`src/rtl/counter_sweep_ctrl_pkg.sv`:
```
// -----------------------------------------------------------------------------
// counter_sweep_ctrl_pkg
// Shared types and helpers for the triangle-sweep controller that drives an
// up/down step counter between programmable bounds.
//   state_e      : controller state (IDLE holds the counter in reset)
//   drive_t      : per-cycle drive decision {down, step, turn}
//   MIN_GAP      : smallest legal distance between the lower and upper bound
//   drive_decide : picks direction and step size from state, value and bounds
// -----------------------------------------------------------------------------
package counter_sweep_ctrl_pkg;

  typedef enum logic [1:0] {
    ST_IDLE = 2'd0,
    ST_UP   = 2'd1,
    ST_DOWN = 2'd2
  } state_e;

  typedef struct packed {
    logic down;  // 1 = decrement this cycle
    logic step;  // 1 = move by 2, 0 = move by 1
    logic turn;  // direction reverses at the coming edge
  } drive_t;

  localparam int unsigned MIN_GAP = 2;

  // Operands arrive zero-extended to 32 bits, so every distance below is
  // computed with headroom above the counter width and cannot wrap. The
  // subtractions are only evaluated on the side of the comparison where the
  // minuend is the larger value.
  function automatic drive_t drive_decide(input state_e      st,
                                          input int unsigned v,
                                          input int unsigned lo,
                                          input int unsigned hi);
    drive_t d;
    d = '0;
    case (st)
      ST_UP: begin
        if (v < hi) begin
          d.step = ((hi - v) >= MIN_GAP);
        end else begin
          // At or above the top bound: already head down this cycle so the
          // bound value is occupied for exactly one cycle.
          d.turn = 1'b1;
          d.down = 1'b1;
          d.step = ((v - lo) >= MIN_GAP);
        end
      end
      ST_DOWN: begin
        if (v > lo) begin
          d.down = 1'b1;
          d.step = ((v - lo) >= MIN_GAP);
        end else begin
          d.turn = 1'b1;
          d.step = ((hi - v) >= MIN_GAP);
        end
      end
      default: d = '0;
    endcase
    return d;
  endfunction

endpackage : counter_sweep_ctrl_pkg

```
`src/rtl/counter_sweep_ctrl.sv`:
```
// -----------------------------------------------------------------------------
// counter_sweep_ctrl
// Drives an external up/down step counter so that its value sweeps as a
// triangle wave between an active lower and upper bound. The counter value is
// read back every cycle and direction/step size are chosen so the bounds are
// hit exactly, never overshot. New bounds arrive through a valid/ready
// handshake and take effect in IDLE or at the bottom turnaround.
//
// Ports
//   clk        : clock, rising edge
//   nrst       : asynchronous active-low reset
//   run        : 1 = sweep, 0 = return to IDLE (counter held in reset)
//   cnt_in     : counter value fed back from the counter
//   cfg_valid  : new bounds offered
//   cfg_lo     : requested lower bound
//   cfg_hi     : requested upper bound
//   cfg_ready  : bounds can be accepted
//   cfg_err    : one-cycle pulse, last accepted bounds were illegal
//   cnt_nrst   : counter reset, registered (low exactly while IDLE)
//   cnt_step   : counter step, 1 = move by 2
//   cnt_down   : counter direction, 1 = decrement
//   sweep_done : one-cycle pulse after each DOWN->UP turnaround
//   sweeps     : completed-sweep count, wraps
// -----------------------------------------------------------------------------
module counter_sweep_ctrl
  import counter_sweep_ctrl_pkg::*;
#(
  parameter int N = 4,
  parameter int W = 8
) (
  input  logic         clk,
  input  logic         nrst,
  input  logic         run,
  input  logic [N-1:0] cnt_in,
  input  logic         cfg_valid,
  input  logic [N-1:0] cfg_lo,
  input  logic [N-1:0] cfg_hi,
  output logic         cfg_ready,
  output logic         cfg_err,
  output logic         cnt_nrst,
  output logic         cnt_step,
  output logic         cnt_down,
  output logic         sweep_done,
  output logic [W-1:0] sweeps
);

  localparam logic [N:0]   GAP_EXT = (N+1)'(MIN_GAP);
  localparam logic [N-1:0] HI_RST  = '1;

  // ---------------------------------------------------------------------------
  // State
  // ---------------------------------------------------------------------------
  state_e       state_q, state_d;
  logic [N-1:0] lo_q, lo_d;
  logic [N-1:0] hi_q, hi_d;
  logic         pend_q, pend_d;          // legal bounds waiting to be applied
  logic [N-1:0] pend_lo_q, pend_lo_d;
  logic [N-1:0] pend_hi_q, pend_hi_d;
  logic         err_pend_q, err_pend_d;  // illegal bounds taken, error due
  logic         cfg_err_q, cfg_err_d;
  logic         done_q, done_d;
  logic [W-1:0] sweeps_q, sweeps_d;
  logic         cnt_nrst_q, cnt_nrst_d;

  // ---------------------------------------------------------------------------
  // Decode
  // ---------------------------------------------------------------------------
  drive_t drv;
  logic   turn_up;
  logic   cfg_fire;
  logic   cfg_legal;
  logic   apply;

  assign drv       = drive_decide(state_q, 32'(cnt_in), 32'(lo_q), 32'(hi_q));
  assign turn_up   = (state_q == ST_DOWN) && drv.turn;
  assign cfg_ready = ~(pend_q | err_pend_q);
  assign cfg_fire  = cfg_valid & cfg_ready;
  assign cfg_legal = ({1'b0, cfg_hi} >= ({1'b0, cfg_lo} + GAP_EXT));
  // Pending bounds only switch in while the counter is parked or at the
  // bottom turnaround; the turnaround cycle itself still uses the old bounds.
  assign apply     = pend_q && ((state_q == ST_IDLE) || turn_up);

  // ---------------------------------------------------------------------------
  // Next state
  // ---------------------------------------------------------------------------
  // NOTE: every signal driven here gets a default first, so no path can leave
  // one unassigned and infer a latch.
  always_comb begin
    state_d    = state_q;
    lo_d       = lo_q;
    hi_d       = hi_q;
    pend_d     = pend_q;
    pend_lo_d  = pend_lo_q;
    pend_hi_d  = pend_hi_q;
    err_pend_d = 1'b0;
    cfg_err_d  = err_pend_q;
    done_d     = turn_up;
    sweeps_d   = turn_up ? (sweeps_q + W'(1)) : sweeps_q;

    case (state_q)
      ST_IDLE: begin
        if (run) state_d = ST_UP;
      end
      ST_UP, ST_DOWN: begin
        // Dropping run wins over a turnaround; the sweep count above still
        // records the completed sweep.
        if (!run)          state_d = ST_IDLE;
        else if (drv.turn) state_d = (state_q == ST_UP) ? ST_DOWN : ST_UP;
      end
      default: state_d = ST_IDLE;
    endcase

    if (apply) begin
      lo_d   = pend_lo_q;
      hi_d   = pend_hi_q;
      pend_d = 1'b0;
    end

    // A transfer can only happen while nothing is pending, so it never
    // collides with the apply above.
    if (cfg_fire) begin
      if (cfg_legal) begin
        pend_d    = 1'b1;
        pend_lo_d = cfg_lo;
        pend_hi_d = cfg_hi;
      end else begin
        err_pend_d = 1'b1;
      end
    end

    cnt_nrst_d = (state_d != ST_IDLE);
  end

  // ---------------------------------------------------------------------------
  // Registers
  // ---------------------------------------------------------------------------
  // NOTE: sequential state uses non-blocking assignments only, so every
  // register samples the values from before the edge regardless of order.
  always_ff @(posedge clk or negedge nrst) begin
    if (!nrst) begin
      state_q    <= ST_IDLE;
      lo_q       <= '0;
      hi_q       <= HI_RST;
      pend_q     <= 1'b0;
      pend_lo_q  <= '0;
      pend_hi_q  <= '0;
      err_pend_q <= 1'b0;
      cfg_err_q  <= 1'b0;
      done_q     <= 1'b0;
      sweeps_q   <= '0;
      cnt_nrst_q <= 1'b0;
    end else begin
      state_q    <= state_d;
      lo_q       <= lo_d;
      hi_q       <= hi_d;
      pend_q     <= pend_d;
      pend_lo_q  <= pend_lo_d;
      pend_hi_q  <= pend_hi_d;
      err_pend_q <= err_pend_d;
      cfg_err_q  <= cfg_err_d;
      done_q     <= done_d;
      sweeps_q   <= sweeps_d;
      cnt_nrst_q <= cnt_nrst_d;
    end
  end

  // ---------------------------------------------------------------------------
  // Outputs
  // ---------------------------------------------------------------------------
  assign cnt_nrst   = cnt_nrst_q;
  assign cnt_step   = drv.step;
  assign cnt_down   = drv.down;
  assign cfg_err    = cfg_err_q;
  assign sweep_done = done_q;
  assign sweeps     = sweeps_q;

  // ---------------------------------------------------------------------------
  // Invariants
  // ---------------------------------------------------------------------------
  a_idle_quiet : assert property (@(posedge clk) disable iff (!nrst)
    (state_q == ST_IDLE) |-> (!cnt_step && !cnt_down));

  a_nrst_tracks_state : assert property (@(posedge clk) disable iff (!nrst)
    cnt_nrst == (state_q != ST_IDLE));

  a_bounds_legal : assert property (@(posedge clk) disable iff (!nrst)
    ({1'b0, hi_q} >= ({1'b0, lo_q} + GAP_EXT)));

endmodule : counter_sweep_ctrl
```
`config.mk`:
```
export PLATFORM = sky130hd
export DESIGN_NAME = counter_sweep_ctrl
export DESIGN_NICKNAME = d
export VERILOG_FILES = /design/src/rtl/counter_sweep_ctrl_pkg.sv /design/src/rtl/counter_sweep_ctrl.sv
export SDC_FILE = /design/constraint.sdc
export NUM_CORES = 1
export LEC_CHECK = 0
export CORE_MARGIN = 2
export CORE_UTILIZATION = 30
export DETAILED_ROUTE_END_ITERATION = 8
export PLACE_DENSITY = 0.47
export SETUP_SLACK_MARGIN = 0.15
export SLEW_MARGIN = 20
export SYNTH_ARGS = -nofsm -noshare
export SYNTH_HDL_FRONTEND = slang
export SYNTH_SLANG_ARGS = --single-unit
```
`constraint.sdc`:
```
create_clock -name clk -period 4.2 [get_ports clk]
set_input_delay 0.84 -clock clk [delete_from_list [all_inputs] [get_ports clk]]
set_output_delay 0.84 -clock clk [all_outputs]
set_load 0.05 [all_outputs]
```
==> impl_metrics.yaml, run 1 <==
floorplanning:
  row_count: 29
  pin_count: 30
  core_area_sq_um: 6350
  initial_core_util: 0.309
  die_h_um: 84.9
  die_area_sq_um: 7200
  die_w_um: 84.9
timing:
  rsz0062_at_grt: "false"
  drv_slew: 0
  period_needed_ns: 3.95
  tightest_slew_ns: 0.502
  fmax_ghz: 0.253
  tns_ns: 0
  hold_violations: 0
  setup_ws_ns: 0.249
  min_period_over_period: 0.941
  clock-skew-final_ns: 0.00400
  final-setup-viol-count: 0
  max_slew_margin: 0.664
global_route:
  grt_pass1_vias: 1478
  grt_first_pass_wirelength_mm: 7.12
  grt_util_met1: 0.160
  grt.busiest_layer: "met2"
  use_met3: 0.0292
  antenna_found_initial: 0
  grt_remaining_overflow: 0
  grt_usage: 0.122
  use_met2: 0.192
  grt_max_degree: 32
clocking:
  cts_buffers: 5
  cts_tree: "built"
  holdBufCountCts: 0
  clkTransAtPathRegs_ns: 0.06
  cts_root_buf: "clkbuf_8"
  cts_max_path_buffers: 2
  clock_sinks: 31
  h-tree-depth: 2
  cts_setup_buffers: 0
  clk_latency_ns: 0.28
worst_setup_path:
  critPathRequiredTime_ns: 3.36
  worstReg2RegEnd: "lo_q[0]$_DFFE_PN0P_"
  crit_arrival_ns: 3.11
  path_buf_inv: 3
  timing.reg2reg.worst_path_depth: 7
  cp_cell_sequence: "clkdlybuf4s50_1 -> inv_1 -> ha_4 -> and4_1 -> a22o_1 -> or2_2 -> o21a_1 -> o2bb2ai_1 -> buf_4"
  crit_family: "buffers and inverters"
  ff2ff_setup_slack_ns: 1.68
  critPathSlowestCell: "clkdlybuf4s50_1"
  critPathLaunchType: "input port"
  max_stage_delay_ns: 0.54
  endpoint_kind: "output port"
  reg2reg_from: "hi_q[0]$_DFFE_PN1P_"
  path_class: "input port to output port"
  cp_max_fo: 5
logic_synthesis:
  synth_fp_nets: 209
  ys.flop_type: "dfrtp_1"
  seq_area_frac_synth: 0.398
  avgSynthCellArea_sq_um: 11.3
  synth.distinct_cells: 44
  syn_area_sq_um: 1960
  ys_seq_elements: 31
  syn_inst: 173
  synth_edf_count: 0
  async_reset_ff_frac: 1.00
  synth_warnings: 0
cells_and_area:
  nets: 245
  final_cell_mix: "27 x dfrtp_1, 27 x clkdlybuf4s50_1, 18 x inv_1"
  fin_util: 0.384
  area_delta_synth_final_pct: 24.2
  final_cells: 287
  drive_gt1_frac: 0.186
  antenna_cells: 0
  fillers: 612
placed_design:
  dp_hpwl_mm: 3.23
  routabilityCongestion: 0.827
  dp_cells: 279
  io_buffers: 29
  post-place-ws_ns: 0.149
pwr:
  p_leak_uw: 0.00108
  ir_drop_uv: 539
  power_density_nw_per_um2: 729
detailed_routing:
  routed_wl_mm: 4.01
  drc_errors: 0
  via_per_inst: 4.84
  routedWlPerCell_um: 14.0
  vias: 1389
  drtPass1Iterations: 4
  antenna_left: 0
  drt_first_iter_violations: 23
min_path:
  hp-class: "flip-flop to flip-flop"
  hold_end: "cfg_err$_DFF_PN0_"
  hp-start: "cfg_err_d$_DFF_PN0_"
  hold_depth: 0
run:
  drv_cap: 0
status:
  outcome: "finished clean"
-- final cells by class --
| class | instances | area, sq um | share of cell area |
|---|---|---|---|
| multi-input combinational | 122 | 1110 | 0.456 |
| tap | 77 | 96.3 | 0.0395 |
| clock buffer | 7 | 76.3 | 0.0313 |
| clock inverter | 1 | 5.00 | 0.00205 |
| inverter | 18 | 67.6 | 0.0277 |
| timing repair buffer | 31 | 300 | 0.123 |
| sequential | 31 | 781 | 0.320 |
-- state kept, by name (all words and copies together), names as in the netlist --
| name | flops |
|---|---|
| sweeps | 8 |
| hi_q | 4 |
| lo_q | 4 |
| pend_hi_q | 4 |
| pend_lo_q | 4 |
| state_q | 2 |
| cfg_err | 1 |
| cfg_err_d | 1 |
| cnt_nrst | 1 |
| pend_q | 1 |
| sweep_done | 1 |
-- power breakdown --
part	switching [uW]	internal (uW)	total, uW
logic	575	460	1030
clock network	101	116	217
registers	91.4	434	526
total	768	1010	1780
-- cells in the mapped netlist (2+ instances only) --
master / number / area (sq um)
a22o_1: 2 / 17.5
nor3_1: 3 / 15.0
nor3b_1: 2 / 15.0
nand3b_1: 3 / 22.5
inv_1: 18 / 67.6
mux2_2: 9 / 101
nand4_1: 3 / 18.8
dfrtp_1: 27 / 676
dfstp_2: 4 / 105
a21o_1: 5 / 37.5
o21a_1: 4 / 30.0
xor2_1: 8 / 70.1
o21ai_0: 5 / 25.0
nand2_1: 8 / 30.0
mux2_4: 8 / 120
ha_1: 18 / 225
nand3_1: 4 / 20.0
nor2_1: 8 / 30.0
a2111oi_4: 2 / 55.1
a21oi_1: 5 / 25.0
nor4b_1: 3 / 26.3
fa_1: 2 / 40.0
-- routing by layer --
metal,up-vias,share of wire
li1,693,-
met1,664,0.46
met2,24,0.48
met3,8,0.036
met4,0,0.023
met5,-,0
-- how the worst max path moves through the flow --
stage | startpoint | to | slack (ns) | cells past startpoint
finish | cnt_in[1] | cnt_step | 0.25 | 9
global route | cnt_in[1] | cnt_step | 0.17 | 9
CTS | cnt_in[1] | cnt_step | 0.23 | 9
detailed placement | cnt_in[1] | cnt_step | 0.15 | 9
global placement | cnt_in[1] | cnt_step | 0.20 | 9
floorplan | cnt_in[1] | cnt_step | 0.50 | 7
-- stage by stage --
stage | instance area (sq um) | power [uW] | hold slack, ns
global placement | 2340 | 1530 | 0.368
finish | 2440 | 1780 | 0.384
detailed placement | 2340 | 1570 | 0.369
floorplan | 1960 | 1290 | 0.354
CTS | 2440 | 1800 | 0.391
global route | 2440 | 1920 | 0.403
-- cells by family after synthesis --
family | after synthesis | synth area share
AO/OA/AOI/OAI | 34 | 0.142
XOR/XNOR | 9 | 0.0402
flip-flops | 31 | 0.398
buffers and inverters | 20 | 0.0421
multiplexers | 17 | 0.113
AND/OR/NAND/NOR | 42 | 0.130
adder cells (fa/ha/maj) | 20 | 0.135
-- timing repair --
| item | 4_1_cts | 5_1_grt |
|---|---|---|
| endpoints found under the hold margin | 0 | 0 |
| endpoints found under the setup margin | 1 | 0 |
| gates resized for setup | 1 | 0 |
Power figures use the tool's default switching activity.
==> run 2, diff against run 1 <==
ABC_AREA = 1   (was unset)
PLACE_DENSITY = 0.48   (was 0.47)
==> run 2 against run 1 <==
  * Via count is 7.9% higher
  * Utilization rose by 0.062 points
  * Register-to-register slack gained 0.66 ns
  * Setup slack improved by 0.24 ns
  * Final cell count rose by 20%
  * Sequential share of layout area increased by 0.13 points
  * Wire length is 10% lower
  * Flip-flop and latch count is the same
  * Cell area fell by 0.41%
==> impl_metrics.yaml, run 2 <==
clocking:
  h-tree-depth: 2
  clkTransAtPathRegs_ns: 0.06
  cts_buffers: 5
  clk_latency_ns: 0.28
  cts_tree: "built"
  cts.repair.resized: 0
  cts_max_path_buffers: 2
  cts_setup_buffers: 0
  clock_sinks: 31
  cts_root_buf: "clkbuf_8"
  holdBufCountCts: 0
timing:
  tightest_slew_ns: 0.500
  hold_violations: 0
  setup_ws_ns: 0.491
  drv_slew: 0
  fmax_ghz: 0.270
  final-setup-viol-count: 0
  min_period_over_period: 0.883
  hold_slack_ns: 0.380
  max_slew_margin: 0.666
  rsz0062_at_grt: "false"
  tns_ns: 0
  clock-skew-final_ns: 0.00597
  period_needed_ns: 3.71
cells_and_area:
  drive_gt1_frac: 0.109
  fin_util: 0.384
  layout_commonest_cell: "nand2_1"
  antenna_cells: 0
  nets: 301
  final_cell_mix: "68 x nand2_1, 32 x inv_1, 27 x dfrtp_1, 27 x clkdlybuf4s50_1, 24 x nand3_1"
  final_cells: 343
  area_delta_synth_final_pct: 24.4
  largest_register_ffs: 8
logic_synthesis:
  ys_top_cells_by_area: "dfrtp_1 35%, nand2_1 13%, ha_1 12%"
  synth_fp_nets: 266
  avgSynthCellArea_sq_um: 8.49
  yosysMostFrequentCell: "nand2_1"
  synth_top_area_share: 0.346
  synth_warnings: 0
  ys_seq_elements: 31
  async_reset_ff_frac: 1.00
  syn_inst: 230
  synth_edf_count: 0
  syn_area_sq_um: 1950
  yosysTopAreaCell: "dfrtp_1"
  synthTopCellsByCount: "68 x nand2_1, 32 x inv_1, 27 x dfrtp_1, 24 x nand3_1, 18 x ha_1"
  seq_area_frac_synth: 0.400
  ys.flop_type: "dfrtp_1"
  synth.distinct_cells: 29
detailed_routing:
  drt_first_iter_violations: 23
  routed_wl_mm: 3.60
  drtPass1Iterations: 6
  via_per_inst: 4.37
  antenna_left: 0
  routedWlPerCell_um: 10.5
  drc_errors: 0
  vias: 1499
global_route:
  use_met3: 0.0275
  use_met2: 0.168
  grt_first_pass_wirelength_mm: 6.40
  grt_usage: 0.109
  antenna_found_initial: 0
  grt_pass1_vias: 1430
  grt_util_met1: 0.145
  grt.busiest_layer: "met2"
  grt_max_degree: 32
  grt_remaining_overflow: 0
placed_design:
  dp_cells: 335
  dp_hpwl_mm: 2.79
  io_buffers: 29
  post-place-ws_ns: 0.487
  routabilityCongestion: 0.789
worst_setup_path:
  path_depth: 13
  timing.reg2reg.worst_path_depth: 13
  path_buf_inv: 4
  critPathLaunchType: "input port"
  crit_arrival_ns: 2.87
  cp-startpoint: "cnt_in[1]"
  ff2ff_setup_slack_ns: 2.34
  endpoint_kind: "output port"
  critPathMostFrequentCell: "nand2_1"
  critPathSlowestCell: "clkdlybuf4s50_1"
  max_stage_delay_ns: 0.55
  worstReg2RegEnd: "lo_q[0]$_DFFE_PN0P_"
  reg2reg_from: "hi_q[1]$_DFFE_PN1P_"
  crit_family: "buffers and inverters"
  cp_max_fo: 4
  endpoint: "cnt_step"
  critPathRequiredTime_ns: 3.36
  cp_cell_sequence: "clkdlybuf4s50_1 -> inv_1 -> ha_1 -> nand2_1 -> inv_2 -> nand3_1 -> nand3_1 -> nand2_1 -> nand2_4 -> a21boi_1 -> nand2_1 -> nand2_1 -> buf_12"
  path_class: "input port to output port"
pwr:
  p_seq_frac: 0.323
  power_density_nw_per_um2: 627
  switching_share: 0.448
  p_leak_uw: 0.00125
  p_switching_uw: 682
  ir_drop_uv: 613
  combPwrFrac: 0.529
  p_clk_frac: 0.147
  p_int_uw: 840
run:
  drv_cap: 0
floorplanning:
  pin_count: 30
  initial_core_util: 0.309
  die_w_um: 84.7
  core_area_sq_um: 6310
  die_h_um: 84.7
  die_area_sq_um: 7170
  row_count: 29
status:
  outcome: "finished clean"
min_path:
  hp-class: "flip-flop to flip-flop"
-- run 2: cell types whose count changed after synthesis, sizes merged, moves of 4 or more --
| cell | previous run | this run |
|---|---|---|
| o21a | 4 | 0 |
| a21o | 5 | 0 |
| mux2 | 17 | 1 |
| nand2 | 8 | 76 |
| inv | 18 | 34 |
| nand3 | 4 | 25 |
-- run 2: layout make-up --
type	count	area (sq um)
Fill cell	676	3890
Multi-Input combinational cell	163	1020
Sequential cell	31	781
Timing Repair Buffer	30	318
Inverter	34	130
Tap cell	77	96.3
Clock buffer	5	68.8
Clock inverter	3	15.0
-- run 2: power by group through the flow --
stage	combinational, uW	clock, uW	sequential (uW)
after floorplan	578	0	508
after global placement	814	0	496
after detailed placement	814	0	498
after CTS	817	234	493
after global routing	900	249	506
final	805	224	492
-- run 2: cells by family (layout without fill, tap and decap cells) --
logic type                 Yosys count  count (layout)  share of synthesized area
and+or+nand+nor                    116             116                      0.288
buffers and inverters               36              72                     0.0782
DFF                                 31              31                      0.400
adders and majority gates           20              20                      0.136
AOI/OAI and AO/OA                   17              17                     0.0513
xor gates and xnor gates             9               9                     0.0404
muxes                                1               1                    0.00577
-- run 2: worst min path at each step --
stage / startpoint / end / slack (ns) / cells after the start
after floorplan: cfg_err_d$_DFF_PN0_ / cfg_err$_DFF_PN0_ / 0.35 / 0
after global routing: cfg_err_d$_DFF_PN0_ / cfg_err$_DFF_PN0_ / 0.39 / 0
after global placement: cfg_err_d$_DFF_PN0_ / cfg_err$_DFF_PN0_ / 0.36 / 0
after CTS: cfg_err_d$_DFF_PN0_ / cfg_err$_DFF_PN0_ / 0.38 / 0
after detailed placement: cfg_err_d$_DFF_PN0_ / cfg_err$_DFF_PN0_ / 0.37 / 0
final: cfg_err_d$_DFF_PN0_ / cfg_err$_DFF_PN0_ / 0.38 / 0
-- run 2: through the flow --
step / instance area (sq um) / power, uW
6_report: 2430 / 1520
5_1_grt: 2430 / 1660
4_1_cts: 2430 / 1540
3_5_place_dp: 2340 / 1310
3_3_place_gp: 2340 / 1310
2_1_floorplan: 1950 / 1090
-- run 2: per-layer routing --
| layer | part of all wire | wire length (um) | vias up |
|---|---|---|---|
| met5 | 0 | 0 | - |
| met4 | 0.017 | 62 | 0 |
| met3 | 0.038 | 136 | 7 |
| met2 | 0.43 | 1530 | 28 |
| met1 | 0.52 | 1870 | 663 |
| li1 | - | - | 801 |
-- run 2: worst reg2reg max path, cell delays in order (launching register included) --
cell and delay (ns):
dfstp_2 0.57, ha_1 0.23, nand2_1 0.08, inv_2 0.04, nand3_1 0.06, nand3_1 0.09, nand2_1 0.11, nand2_4 0.07
nand2_4 0.09, nand2_8 0.10, nand2_8 0.12, nand2_8 0.07, nand2_1 0.08, nand2_1 0.04
==> run 3, diff against run 2 <==
CAP_MARGIN = 20   (was unset)
CORE_MARGIN = 5   (was 2)
==> run 3 against run 2 <==
  * Cell area down 0.10%
  * Clock power about the same
  * Worst hold slack worse by 0.0025 ns
  * Count of clock-buffer cells in the layout grew 2
  * Critical path type unchanged
  * Largest cell class unchanged
  * Largest power group unchanged
==> impl_metrics.yaml, run 3 (same netlist as run 2, synthesis figures left out) <==
status:
  outcome: "finished clean"
worst_setup_path:
  path_class: "input port to output port"
  max_stage_delay_ns: 0.54
  critPathSlowestCell: "clkdlybuf4s50_1"
  endpoint_kind: "output port"
  cp_max_fo: 4
  critPathLaunchType: "input port"
  critPathRequiredTime_ns: 3.36
  cp_cell_sequence: "clkdlybuf4s50_1 -> inv_1 -> ha_1 -> nand2_1 -> inv_2 -> nand3_1 -> nand3_1 -> nand2_1 -> nand2_4 -> a21boi_1 -> nand2_1 -> nand2_1 -> buf_12"
  critPathMostFrequentCell: "nand2_1"
  crit_arrival_ns: 2.82
run:
  drv_cap: 0
floorplanning:
  initial_core_util: 0.307
  pin_count: 30
  core_area_sq_um: 6350
  die_h_um: 90.7
  die_area_sq_um: 8220
  die_w_um: 90.7
  row_count: 29
placed_design:
  routabilityCongestion: 0.789
  post-place-ws_ns: 0.522
  io_buffers: 29
  dp_hpwl_mm: 2.93
clocking:
  cts_tree: "built"
  clock_sinks: 31
  cts_max_path_buffers: 2
  holdBufCountCts: 0
  cts_setup_buffers: 0
  clkTransAtPathRegs_ns: 0.06
  cts_root_buf: "clkbuf_8"
  clk_latency_ns: 0.28
  cts.repair.resized: 0
  h-tree-depth: 2
  cts_buffers: 5
detailed_routing:
  antenna_left: 0
  drt_first_iter_violations: 29
  via_per_inst: 4.34
  routedWlPerCell_um: 11.0
  drc_errors: 0
  routed_wl_mm: 3.76
  drtPass1Iterations: 3
  vias: 1487
global_route:
  grt_usage: 0.0994
  grt_pass1_vias: 1559
  antenna_found_initial: 0
  grt_max_degree: 32
  grt_first_pass_wirelength_mm: 6.89
  grt_remaining_overflow: 0
timing:
  hold_violations: 0
  period_needed_ns: 3.66
  max_slew_margin: 0.666
  rsz0062_at_grt: "false"
  setup_ws_ns: 0.538
  fmax_ghz: 0.273
  drv_slew: 0
  tns_ns: 0
  min_period_over_period: 0.872
  tightest_slew_ns: 0.500
  final-setup-viol-count: 0
  clock-skew-final_ns: 0.00771
min_path:
  hp-class: "flip-flop to flip-flop"
pwr:
  power_density_nw_per_um2: 628
  ir_drop_uv: 454
  p_leak_uw: 0.00125
cells_and_area:
  area_delta_synth_final_pct: 24.2
  largest_register_ffs: 8
  layout_commonest_cell: "nand2_1"
  drive_gt1_frac: 0.102
  final_cell_mix: "68 x nand2_1, 32 x inv_1, 27 x dfrtp_1, 27 x clkdlybuf4s50_1, 24 x nand3_1"
  antenna_cells: 0
  nets: 301
## run 3: cell count changes in the layout (fill, tap and decap cells not counted)
cell,change
clkbuf_1,+2
clkinv_2,-2
## run 3: layout make-up
cell class / instances / area [sq um]
fillers: 655 / 3930
multi-input cells: 163 / 1020
flip-flops and latches: 31 / 781
repair buffers: 30 / 318
inverters: 34 / 130
well taps: 77 / 96.3
clock buffers: 7 / 76.3
clock inverters: 1 / 5.00
## run 3: worst paths after layout
check / startpoint / endpoint / slack, ns / cells after the start
worst max-delay path: cnt_in[1] / cnt_step / 0.54 / 13
worst min-delay path: cfg_err_d$_DFF_PN0_ / cfg_err$_DFF_PN0_ / 0.38 / 0
worst max register to register: hi_q[2]$_DFFE_PN1P_ / lo_q[0]$_DFFE_PN0P_ / 2.34 / 13
worst min register to register: cfg_err_d$_DFF_PN0_ / cfg_err$_DFF_PN0_ / 0.38 / 0
max in group asynchronous: nrst / hi_q[1]$_DFFE_PN1P_ / 2.92 / 2
min in group asynchronous: nrst / cnt_nrst$_DFF_PN0_ / 0.95 / 2
## run 3: routing by layer
layer	vias up	GRT usage	share of wire
met5	-	0	0
met3	6	0.0275	0.048
li1	800	-	-
met1	656	0.128	0.51
met4	0	0.0372	0.016
met2	25	0.157	0.43
## run 3: power breakdown
group | switching, uW | internal (uW)
clock network | 105 | 116
registers | 78.8 | 411
logic | 495 | 317
## run 3: critical path: cells and delay by family
family	cells	cell delay (ns)
AO/OA/AOI/OAI	1	0.26
adder cells (fa/ha/maj)	1	0.29
buffers and inverters	4	0.82
AND/OR/NAND/NOR	7	0.59
## run 3: metrics by stage
stage / util / std cells / hold WS, ns / power, uW / cell area (sq um)
final: 0.382 / 343 / 0.378 / 1520 / 2420
after detailed placement: 0.369 / 335 / 0.369 / 1320 / 2340
after floorplan: - / 230 / 0.354 / 1090 / 1950
after global placement: 0.369 / 335 / 0.364 / 1310 / 2340
after CTS: 0.382 / 343 / 0.379 / 1550 / 2420
after global routing: 0.382 / 343 / 0.393 / 1670 / 2420
